===== src/rtl/hazard_scoreboard_pkg.sv =====
`default_nettype none
// ---------------------------------------------------------------------------
// hazard_scoreboard_pkg : producer classes and class-to-latency mapping
// Rev 1.0
// ---------------------------------------------------------------------------
package hazard_scoreboard_pkg;

  typedef enum logic [1:0] {
    SB_NONE = 2'd0,
    SB_ALU  = 2'd1,
    SB_LOAD = 2'd2,
    SB_LONG = 2'd3
  } sb_class_t;

  function automatic int unsigned sb_latency(
    input sb_class_t   cls,
    input int unsigned lat_alu,
    input int unsigned lat_load,
    input int unsigned lat_long
  );
    int unsigned lat;
    case (cls)
      SB_ALU:  lat = lat_alu;
      SB_LOAD: lat = lat_load;
      SB_LONG: lat = lat_long;
      default: lat = 0;
    endcase
    return lat;
  endfunction

endpackage
`default_nettype wire


===== src/rtl/hazard_scoreboard_sb_counter_bank.sv =====
`default_nettype none
// ---------------------------------------------------------------------------
// hazard_scoreboard_sb_counter_bank : per-register latency countdowns
// Rev 1.0
// ---------------------------------------------------------------------------
module hazard_scoreboard_sb_counter_bank #(
  parameter int NUM_REGS = 32,
  parameter int CNT_W    = 3
) (
  input  logic                                clk_i,
  input  logic                                rst_ni,
  input  logic                                en_i,
  input  logic                                clr_i,
  input  logic [$clog2(NUM_REGS)-1:0]         clr_idx_i,
  input  logic                                ld_i,
  input  logic [$clog2(NUM_REGS)-1:0]         ld_idx_i,
  input  logic [CNT_W-1:0]                    ld_val_i,
  output logic [NUM_REGS-1:0][CNT_W-1:0]      cnt_o
);

  localparam int REG_W = $clog2(NUM_REGS);

  assign cnt_o[0] = '0;

  // Priority within a cycle: decrement, then flush-clear, then new issue (newest wins).
  for (genvar r = 1; r < NUM_REGS; r++) begin : g_reg
    logic [CNT_W-1:0] cnt_d;
    logic [CNT_W-1:0] cnt_q;

    always_comb begin
      cnt_d = cnt_q;
      if (cnt_q != '0)
        cnt_d = cnt_q - CNT_W'(1);
      if (clr_i && (clr_idx_i == REG_W'(r)))
        cnt_d = '0;
      if (ld_i && (ld_idx_i == REG_W'(r)))
        cnt_d = ld_val_i;
    end

    always_ff @(posedge clk_i or negedge rst_ni) begin
      if (!rst_ni)
        cnt_q <= '0;
      else if (en_i)
        cnt_q <= cnt_d;
    end

    assign cnt_o[r] = cnt_q;
  end

endmodule
`default_nettype wire


===== src/rtl/hazard_scoreboard.sv =====
`default_nettype none
// ---------------------------------------------------------------------------
// hazard_scoreboard : latency-countdown RAW hazard detector for the ID/EX edge
// Rev 1.0
// ---------------------------------------------------------------------------
module hazard_scoreboard
  import hazard_scoreboard_pkg::*;
#(
  parameter int NUM_REGS   = 32,
  parameter int LAT_ALU    = 1,
  parameter int LAT_LOAD   = 2,
  parameter int LAT_LONG   = 4,
  parameter int PERF_W     = 32,
  parameter int WDOG_LIMIT = 64
) (
  input  logic                        clk_i,
  input  logic                        rst_ni,
  input  logic                        freeze_i,
  input  logic                        issue_i,
  input  logic [$clog2(NUM_REGS)-1:0] issue_rd_i,
  input  sb_class_t                   issue_class_i,
  input  logic [$clog2(NUM_REGS)-1:0] id_rs1_i,
  input  logic [$clog2(NUM_REGS)-1:0] id_rs2_i,
  input  logic                        id_use_rs1_i,
  input  logic                        id_use_rs2_i,
  input  logic                        id_early_i,
  input  logic                        flush_ex_i,
  output logic                        raw_stall_o,
  output logic                        stall_rs1_o,
  output logic                        stall_rs2_o,
  output logic [PERF_W-1:0]           stall_cycles_o,
  output logic                        wdog_err_o
);

  localparam int REG_W    = $clog2(NUM_REGS);
  localparam int MAX_AL   = (LAT_ALU > LAT_LOAD) ? LAT_ALU : LAT_LOAD;
  localparam int MAX_LAT  = (MAX_AL > LAT_LONG) ? MAX_AL : LAT_LONG;
  localparam int CNT_W    = $clog2(MAX_LAT + 1);
  localparam int STREAK_W = $clog2(WDOG_LIMIT + 1);

  logic [NUM_REGS-1:0][CNT_W-1:0] cnt;
  logic [CNT_W-1:0]               slack;
  logic [CNT_W-1:0]               ld_val;
  logic                           accept;

  logic                           last_valid_q, last_valid_d;
  logic [REG_W-1:0]               last_rd_q, last_rd_d;
  logic [PERF_W-1:0]              stall_cycles_q, stall_cycles_d;
  logic [STREAK_W-1:0]            streak_q, streak_d;
  logic                           wdog_q, wdog_d;

  // A normal consumer picks the result up through forwarding one cycle earlier than an ID-resolving one.
  assign slack = id_early_i ? '0 : CNT_W'(1);

  assign stall_rs1_o = id_use_rs1_i && (id_rs1_i != '0) && (cnt[id_rs1_i] > slack);
  assign stall_rs2_o = id_use_rs2_i && (id_rs2_i != '0) && (cnt[id_rs2_i] > slack);
  assign raw_stall_o = stall_rs1_o | stall_rs2_o;

  assign accept = issue_i && !raw_stall_o && (issue_class_i != SB_NONE) && (issue_rd_i != '0);
  assign ld_val = CNT_W'(sb_latency(issue_class_i, LAT_ALU, LAT_LOAD, LAT_LONG));

  hazard_scoreboard_sb_counter_bank #(
    .NUM_REGS (NUM_REGS),
    .CNT_W    (CNT_W)
  ) u_bank (
    .clk_i     (clk_i),
    .rst_ni    (rst_ni),
    .en_i      (!freeze_i),
    .clr_i     (flush_ex_i && last_valid_q),
    .clr_idx_i (last_rd_q),
    .ld_i      (accept),
    .ld_idx_i  (issue_rd_i),
    .ld_val_i  (ld_val),
    .cnt_o     (cnt)
  );

  always_comb begin
    last_valid_d   = accept;
    last_rd_d      = issue_rd_i;
    stall_cycles_d = stall_cycles_q;
    streak_d       = streak_q;
    wdog_d         = wdog_q;
    if (raw_stall_o) begin
      if (stall_cycles_q != {PERF_W{1'b1}})
        stall_cycles_d = stall_cycles_q + PERF_W'(1);
      if (streak_q < STREAK_W'(WDOG_LIMIT))
        streak_d = streak_q + STREAK_W'(1);
    end else begin
      streak_d = '0;
    end
    if (streak_d == STREAK_W'(WDOG_LIMIT))
      wdog_d = 1'b1;
  end

  always_ff @(posedge clk_i or negedge rst_ni) begin
    if (!rst_ni) begin
      last_valid_q   <= 1'b0;
      last_rd_q      <= '0;
      stall_cycles_q <= '0;
      streak_q       <= '0;
      wdog_q         <= 1'b0;
    end else if (!freeze_i) begin
      last_valid_q   <= last_valid_d;
      last_rd_q      <= last_rd_d;
      stall_cycles_q <= stall_cycles_d;
      streak_q       <= streak_d;
      wdog_q         <= wdog_d;
    end
  end

  assign stall_cycles_o = stall_cycles_q;
  assign wdog_err_o     = wdog_q;

endmodule
`default_nettype wire


===== config.mk =====
export PLATFORM = sky130hd
export DESIGN_NAME = hazard_scoreboard
export DESIGN_NICKNAME = d
export VERILOG_FILES = /design/src/rtl/hazard_scoreboard_pkg.sv /design/src/rtl/hazard_scoreboard_sb_counter_bank.sv /design/src/rtl/hazard_scoreboard.sv
export SDC_FILE = /design/constraint.sdc
export NUM_CORES = 1
export LEC_CHECK = 0
export CAP_MARGIN = 20
export CORE_UTILIZATION = 55
export DETAILED_ROUTE_END_ITERATION = 16
export PLACE_DENSITY_LB_ADDON = 0.1
export SLEW_MARGIN = 0
export SYNTH_ARGS = -nofsm -noshare
export SYNTH_HDL_FRONTEND = slang
export SYNTH_SLANG_ARGS = --single-unit

===== constraint.sdc =====
create_clock -name clk_i -period 14.9 [get_ports clk_i]
set_input_delay 2.98 -clock clk_i [delete_from_list [all_inputs] [get_ports clk_i]]
set_output_delay 2.98 -clock clk_i [all_outputs]
set_load 0.02 [all_outputs]

Yosys cells after proc, flatten, opt, wreduce, memory -nomap -nowiden
Index checks and enable logic that the tools add are counted.
W data, S select, Z words.
- register bits after elaboration: 139
- bits of input ports: 25
- output and inout bits: 36
- add/subtract/negate cells: 33
- magnitude comparators: 5
- equal/unequal tests: 67
- mux-type cells: 101
- bitwise operators: 2
- reductions and logical operators: 170
- operators with widths (cell ; number):
    $mux W3 ; 95
    $reduce_bool A3 Y1 ; 62
    $eq A5 B5 Y1 const B ; 32
    $sub A3 B1 Y3 const B ; 31
    $eq A5 B4 Y1 const B ; 16
    $logic_and A1 B1 Y1 ; 70
    $reduce_and A2 Y1 ; 32
    $eq A5 B3 Y1 const B ; 8
    $add A32 B1 Y32 const B ; 1
    $ne A32 B32 Y1 const B ; 1
    $bmux W3 S5 ; 2
    $eq A5 B2 Y1 const B ; 4
    $reduce_bool A5 Y1 ; 3
    $mux W7 ; 2
    $lt A5 B6 Y1 const B ; 2
    $eq A5 B1 Y1 const B ; 2
    $pmux W3 S3 ; 1
    $add A7 B1 Y7 const B ; 1
    $eq A7 B7 Y1 const B ; 1
    $lt A7 B7 Y1 const B ; 1
    $gt A3 B1 Y1 ; 2
    $eq A2 B2 Y1 const B ; 2
    $reduce_and A3 Y1 ; 1
    $eq A2 B1 Y1 const B ; 1
    other kinds (5) ; 5

Longest topological paths before layout
- depth after elaboration: 12
- depth in mapped cells: 20
- depth with buffers taken out: 17

Modules after synthesis
A second synthesis with hierarchy kept.
- cell total of the unflattened synthesis: 1174
- area, all modules: 10391.2 µm²
- modules (own cells, without submodules) (module ; times used ; cells an instance ; area an instance (µm²) ; seq. area each (µm²)):
    hazard_scoreboard_sb_counter_bank ; 1 ; 777 ; 6618.8 ; 2327.2
    hazard_scoreboard ; 1 ; 397 ; 3772.4 ; 1151.1

Least setup slack after synthesis
No wires, ideal clock.
- path kind: input port to output port
- start: input id_rs2_i[0]
- end: output raw_stall_o
- arrival: 6.381 ns
- data required time: 11.920 ns
- path slack: 5.539 ns
- stages: 15
- path buffers: 4
- cells stage by stage: buf_2 buf_1 mux4_2 mux4_2 mux2i_1 ha_1 nor2_1 a211o_1 a22oi_2 and2_1 inv_1 buf_6 buf_4 nor2_1 inv_1
- word-level cells in the longest chain between the ends: 5
- elaborated cells between the ends (all ways): 7
- those cells by class: 1 x order compare; 2 x mux; 1 x bitwise; 3 x reduce/logical
- ends and longest elaborated chain (what ; RTL line ; text):
    from (decl) ; hazard_scoreboard.sv:23 ; input logic [$clog2(NUM_REGS)-1:0] id_rs2_i,
    $bmux W3 S5 ; hazard_scoreboard.sv:56 ; assign stall_rs2_o = id_use_rs2_i && (id_rs2_i != '0) && (cnt[id_rs2_i] > slack);
    $mux W3 (not written as such) ; hazard_scoreboard.sv:56 ;
    $gt A3 B1 Y1 ; hazard_scoreboard.sv:56 ;
    $logic_and A1 B1 Y1 (*) ; hazard_scoreboard.sv:56 ;
    via stall_rs2_o ; hazard_scoreboard.sv:30 ; output logic stall_rs2_o,
    $or A1 B1 Y1 (*) ; hazard_scoreboard.sv:57 ; assign raw_stall_o = stall_rs1_o | stall_rs2_o;
    to (decl) ; hazard_scoreboard.sv:28 ; output logic raw_stall_o,
Mark *: on every way through the listed nets, which the timed path passes. The rest lies on a longest branch. The select of a mux whose other input is x is not followed.

Final worst setup path
- start: input id_rs2_i[1]
- end: output raw_stall_o
- word-level cells in the longest chain between the ends: 5
- elaborated cells between the ends (all ways): 7
- those cells by class: 1 x order compare; 2 x mux; 1 x bitwise; 3 x reduce/logical
- ends and longest elaborated chain (what ; RTL line):
    $bmux W3 S5 ; hazard_scoreboard.sv:56
    $mux W3 (not written as such) ; hazard_scoreboard.sv:56
    $gt A3 B1 Y1 ; hazard_scoreboard.sv:56
    $logic_and A1 B1 Y1 (*) ; hazard_scoreboard.sv:56
    $or A1 B1 Y1 (*) ; hazard_scoreboard.sv:57
Every way passes the cells marked *; elsewhere a longest branch is shown, timed or not. The select of a mux whose other input is x is not followed.

==> qor.yml <==
place:
  preCtsSetupSlack_ns: 4.00
  routabilityCongestion: 0.978
  buffer_ports.inserted: 60
  place.detailed.instances: 1486
  dp_hpwl_microns: 23300
  place_area_sq_mm: 0.0118
power_and_ir_drop:
  power_per_cell_area_mw_per_mm2: 179
  totalPowerFinal_mw: 2.23
  max-vdd-ir-drop_uv: 101
  total_leakage_power_nw: 5.20
clock_network:
  tritoncts: "built"
  tritoncts_num_sinks: 139
  number_of_buffers_inserted_to_repair_setup_after_cts: 0
  cts.repair.resized: 0
  clk_pin_slew_ns: 0.07
  tritoncts.num_buffers: 17
  worst_skew_pair.late_latency_ns: 0.43
  root_driver: "sky130_fd_sc_hd__clkbuf_16"
  cts-root-to-sink-buffers: 2
  cts_hold_repair.buffers: 0
  htree_depth: 4
layout:
  leading_cell_type_in_the_layout_fill_and_taps_excluded: "sky130_fd_sc_hd__dfrtp_1"
  layout_common_cells: "sky130_fd_sc_hd__dfrtp_1 (139), sky130_fd_sc_hd__nor2_1 (119), sky130_fd_sc_hd__inv_1 (88)"
  drive_gt1_share_pct: 9.88
  final_instance_count_without_filler_cells: 1520
  num-nets-final: 1333
  finish.instance_area_sq_mm: 0.0124
  syn_to_final_growth_pct: 12.6
  antenna_cells: 0
  utilization_pct: 63.5
synth:
  largest_family_of_logic_cells_by_synthesized_area: "simple AND/OR/NAND/NOR gates"
  syn_nets: 1304
  post-synth-top-area-cell: "sky130_fd_sc_hd__dfrtp_1"
  fraction_of_the_yosys_area_taken_by_sequential_cells_pct: 31.5
  synth_compound_area_share_pct: 16.4
  post_synth_inst_count: 1213
  synth_adder_area_share_pct: 7.47
  synth_cell_types: 80
  yosys-top-cells-area: "sky130_fd_sc_hd__dfrtp_1 (31%), sky130_fd_sc_hd__ha_1 (7.5%), sky130_fd_sc_hd__mux2i_1 (6.5%)"
  synth-async-reset-ratio_pct: 100
  yosys_most_used_dff: "sky130_fd_sc_hd__dfrtp_1"
  synth.yosys.warnings: 0
  synth_simple_gate_area_share_pct: 22.3
  postSynthRegisterBits: 139
  post_synth.cell_area_avg_sq_um: 9.11
  synthMuxAreaShare_pct: 13.5
  post_synthesis_xor_xnor_area_fraction_pct: 3.33
  synth_enable_flop_cells: 0
  post_synthesis_instance_area_sq_mm: 0.0111
  yosysTopAreaCellShare_pct: 31.5
sta:
  timing.max_slew.rel_slack_pct: 32.3
  drv_slew: 0
  setup_tns_ns: 0
  final-setup-viol-count: 0
  fin_worst_skew_ns: 0.0119
  finalWorstSetupSlack_ns: 4.14
  timing_hold_violations_final: 0
  tightest_slew_ns: 1.01
  post-route-min-period_ns: 10.76
  clock.fmax_mhz: 92.9
  hold-worst-slack_ns: 0.493
  period_share_pct: 72.2
  rsz0062_at_grt: "false"
die:
  die_w_microns: 144
  core_sq_mm: 0.0196
  fp.dieH_microns: 144
  die_area_sq_mm: 0.0207
  initial_utilization_pct: 56.4
  pin_count: 61
  num_rows: 51
worst_setup_path:
  critical_path_peak_fanout: 31
  endpoint_kind: "output pin"
  timing.critical_path.slowest_stage_cell: "sky130_fd_sc_hd__clkdlybuf4s50_1"
  critPathMostFrequentCell: "sky130_fd_sc_hd__nor2_1"
  count_of_cells_along_the_worst_register_to_register_path: 13
  crit_cells: 15
  required_ns: 11.92
  worst_ep_arrival_time_ns: 7.78
  largest_stage_delay_worst_path_ns: 0.87
  worst-path-buf-inv: 5
  crit_path_cell_trace: "clkdlybuf4s50_1 > mux4_2 > mux4_2 > mux2i_1 > ha_1 > nor2_1 > nor2_1 > a21oi_1 > a22oi_2 > and2_1 > inv_1 > buf_4 > nor2_1 > inv_1 > clkdlybuf4s50_1"
  cp-start-kind: "input port"
  timing.setup.critical_path_class: "input port to output pin"
  worst_path_dominant_cell_family: "buffers and inverters"
global_route:
  maximum_number_of_pins_on_one_net_before_global_route_repair: 95
  grt_antenna_before_repair: 1
  vias_in_the_first_global_route: 9234
  groute.usage.overall_pct: 33.0
  grt_pass1_wl_microns: 51200
  overflow: 0
routing:
  postRouteAntennaNets: 0
  via_per_inst: 6.45
  wl_per_cell_microns: 21.4
  drc: 0
  route.final.wire_length_microns: 32600
  drt-initial-drc-count: 1008
  vias: 9805
  detailedRoute.firstPassIterationCount: 5
worst_hold_path:
  worstHoldPathType: "flop to flop"
  worstHoldPathCells: 1
outcome:
  status: "finished, final reports clean"
job:
  drv_cap: 0
## report_power, final
| part | internal (mW) | switching [mW] | leakage (nW) | total [mW] |
|---|---|---|---|---|
| Clock | 0.257 | 0.198 | 0.303 | 0.455 |
| Sequential | 0.522 | 0.195 | 1.72 | 0.717 |
| Combinational | 0.513 | 0.547 | 3.18 | 1.06 |
| Total | 1.29 | 0.941 | 5.20 | 2.23 |
## per-layer routing
layer,up-vias,part of all wire [%],track usage (%)
met1,4760,43,44.5
met5,-,0,0
li1,4535,-,-
met3,90,7.8,6.50
met2,420,45,51.4
met4,0,3.9,14.3
## worst paths after layout
path	to	startpoint	slack (ns)
setup / recovery	raw_stall_o	id_rs2_i[1]	4.14
hold / removal	stall_cycles_o[29]	stall_cycles_o[29]	0.49
setup reg to reg	u_bank.g_reg[30].cnt_q[0]	u_bank.g_reg[31].cnt_q[0]	10.13
hold reg to reg	stall_cycles_o[29]	stall_cycles_o[29]	0.49
max in group asynchronous	u_bank.g_reg[29].cnt_q[2]	rst_ni	11.15
min in group asynchronous	u_bank.g_reg[11].cnt_q[2]	rst_ni	2.60
## flip-flops by register name, summed over array words and instances (netlist names)
register / count
wdog_err_o: 1
last_rd_q: 5
last_valid_q: 1
streak_q: 7
u_bank.g.cnt_q: 93
stall_cycles_o: 32
## cell type report
class / count / area (sq um)
fill: 1650 / 7140
clock buffer: 17 / 425
sequential: 139 / 3480
clock inverter: 15 / 195
inverter: 92 / 345
multi-input combinational: 922 / 6970
tap: 265 / 332
timing repair buffer: 70 / 707
## synthesized netlist by cell type (9+ instances only)
library cell / number
sky130_fd_sc_hd__a211o_1: 9
sky130_fd_sc_hd__a21oi_1: 29
sky130_fd_sc_hd__a221o_1: 9
sky130_fd_sc_hd__a31oi_1: 16
sky130_fd_sc_hd__and2_1: 11
sky130_fd_sc_hd__and3_1: 11
sky130_fd_sc_hd__clkbuf_1: 38
sky130_fd_sc_hd__dfrtp_1: 139
sky130_fd_sc_hd__ha_1: 66
sky130_fd_sc_hd__inv_1: 89
sky130_fd_sc_hd__mux2_2: 15
sky130_fd_sc_hd__mux2i_1: 72
sky130_fd_sc_hd__mux4_2: 26
sky130_fd_sc_hd__nand2_1: 86
sky130_fd_sc_hd__nand2b_1: 19
sky130_fd_sc_hd__nand3_1: 45
sky130_fd_sc_hd__nand4_1: 15
sky130_fd_sc_hd__nor2_1: 119
sky130_fd_sc_hd__nor2b_1: 32
sky130_fd_sc_hd__nor3_1: 51
sky130_fd_sc_hd__nor4_4: 9
sky130_fd_sc_hd__o211ai_1: 10
sky130_fd_sc_hd__o21ai_0: 33
sky130_fd_sc_hd__o22a_1: 11
sky130_fd_sc_hd__o22ai_1: 12
sky130_fd_sc_hd__o2bb2ai_1: 16
sky130_fd_sc_hd__o31ai_1: 14
sky130_fd_sc_hd__or3_1: 10
sky130_fd_sc_hd__or4_1: 10
sky130_fd_sc_hd__xnor2_1: 29
sky130_fd_sc_hd__xor2_1: 13
## cells by family after synthesis
logic type,Yosys count
XOR/XNOR,42
adder cells (fa/ha/maj),66
buffers and inverters,152
multiplexers,114
AND/OR/NAND/NOR,457
AO/OA/AOI/OAI,243
flip-flops,139
## worst register-to-register path, cell delays in order (launching register included)
cell,delay [ns]
sky130_fd_sc_hd__dfrtp_1,0.49
sky130_fd_sc_hd__mux4_2,0.50
sky130_fd_sc_hd__mux4_2,0.49
sky130_fd_sc_hd__mux2i_1,0.15
sky130_fd_sc_hd__ha_1,0.15
sky130_fd_sc_hd__nor2_1,0.05
sky130_fd_sc_hd__a211o_1,0.25
sky130_fd_sc_hd__a22oi_2,0.34
sky130_fd_sc_hd__and2_1,0.42
sky130_fd_sc_hd__inv_1,0.08
sky130_fd_sc_hd__buf_4,0.29
sky130_fd_sc_hd__nor4_2,0.80
sky130_fd_sc_hd__o31ai_1,0.26
sky130_fd_sc_hd__a221o_1,0.38
Note: power is estimated with default switching activity, not from simulation.
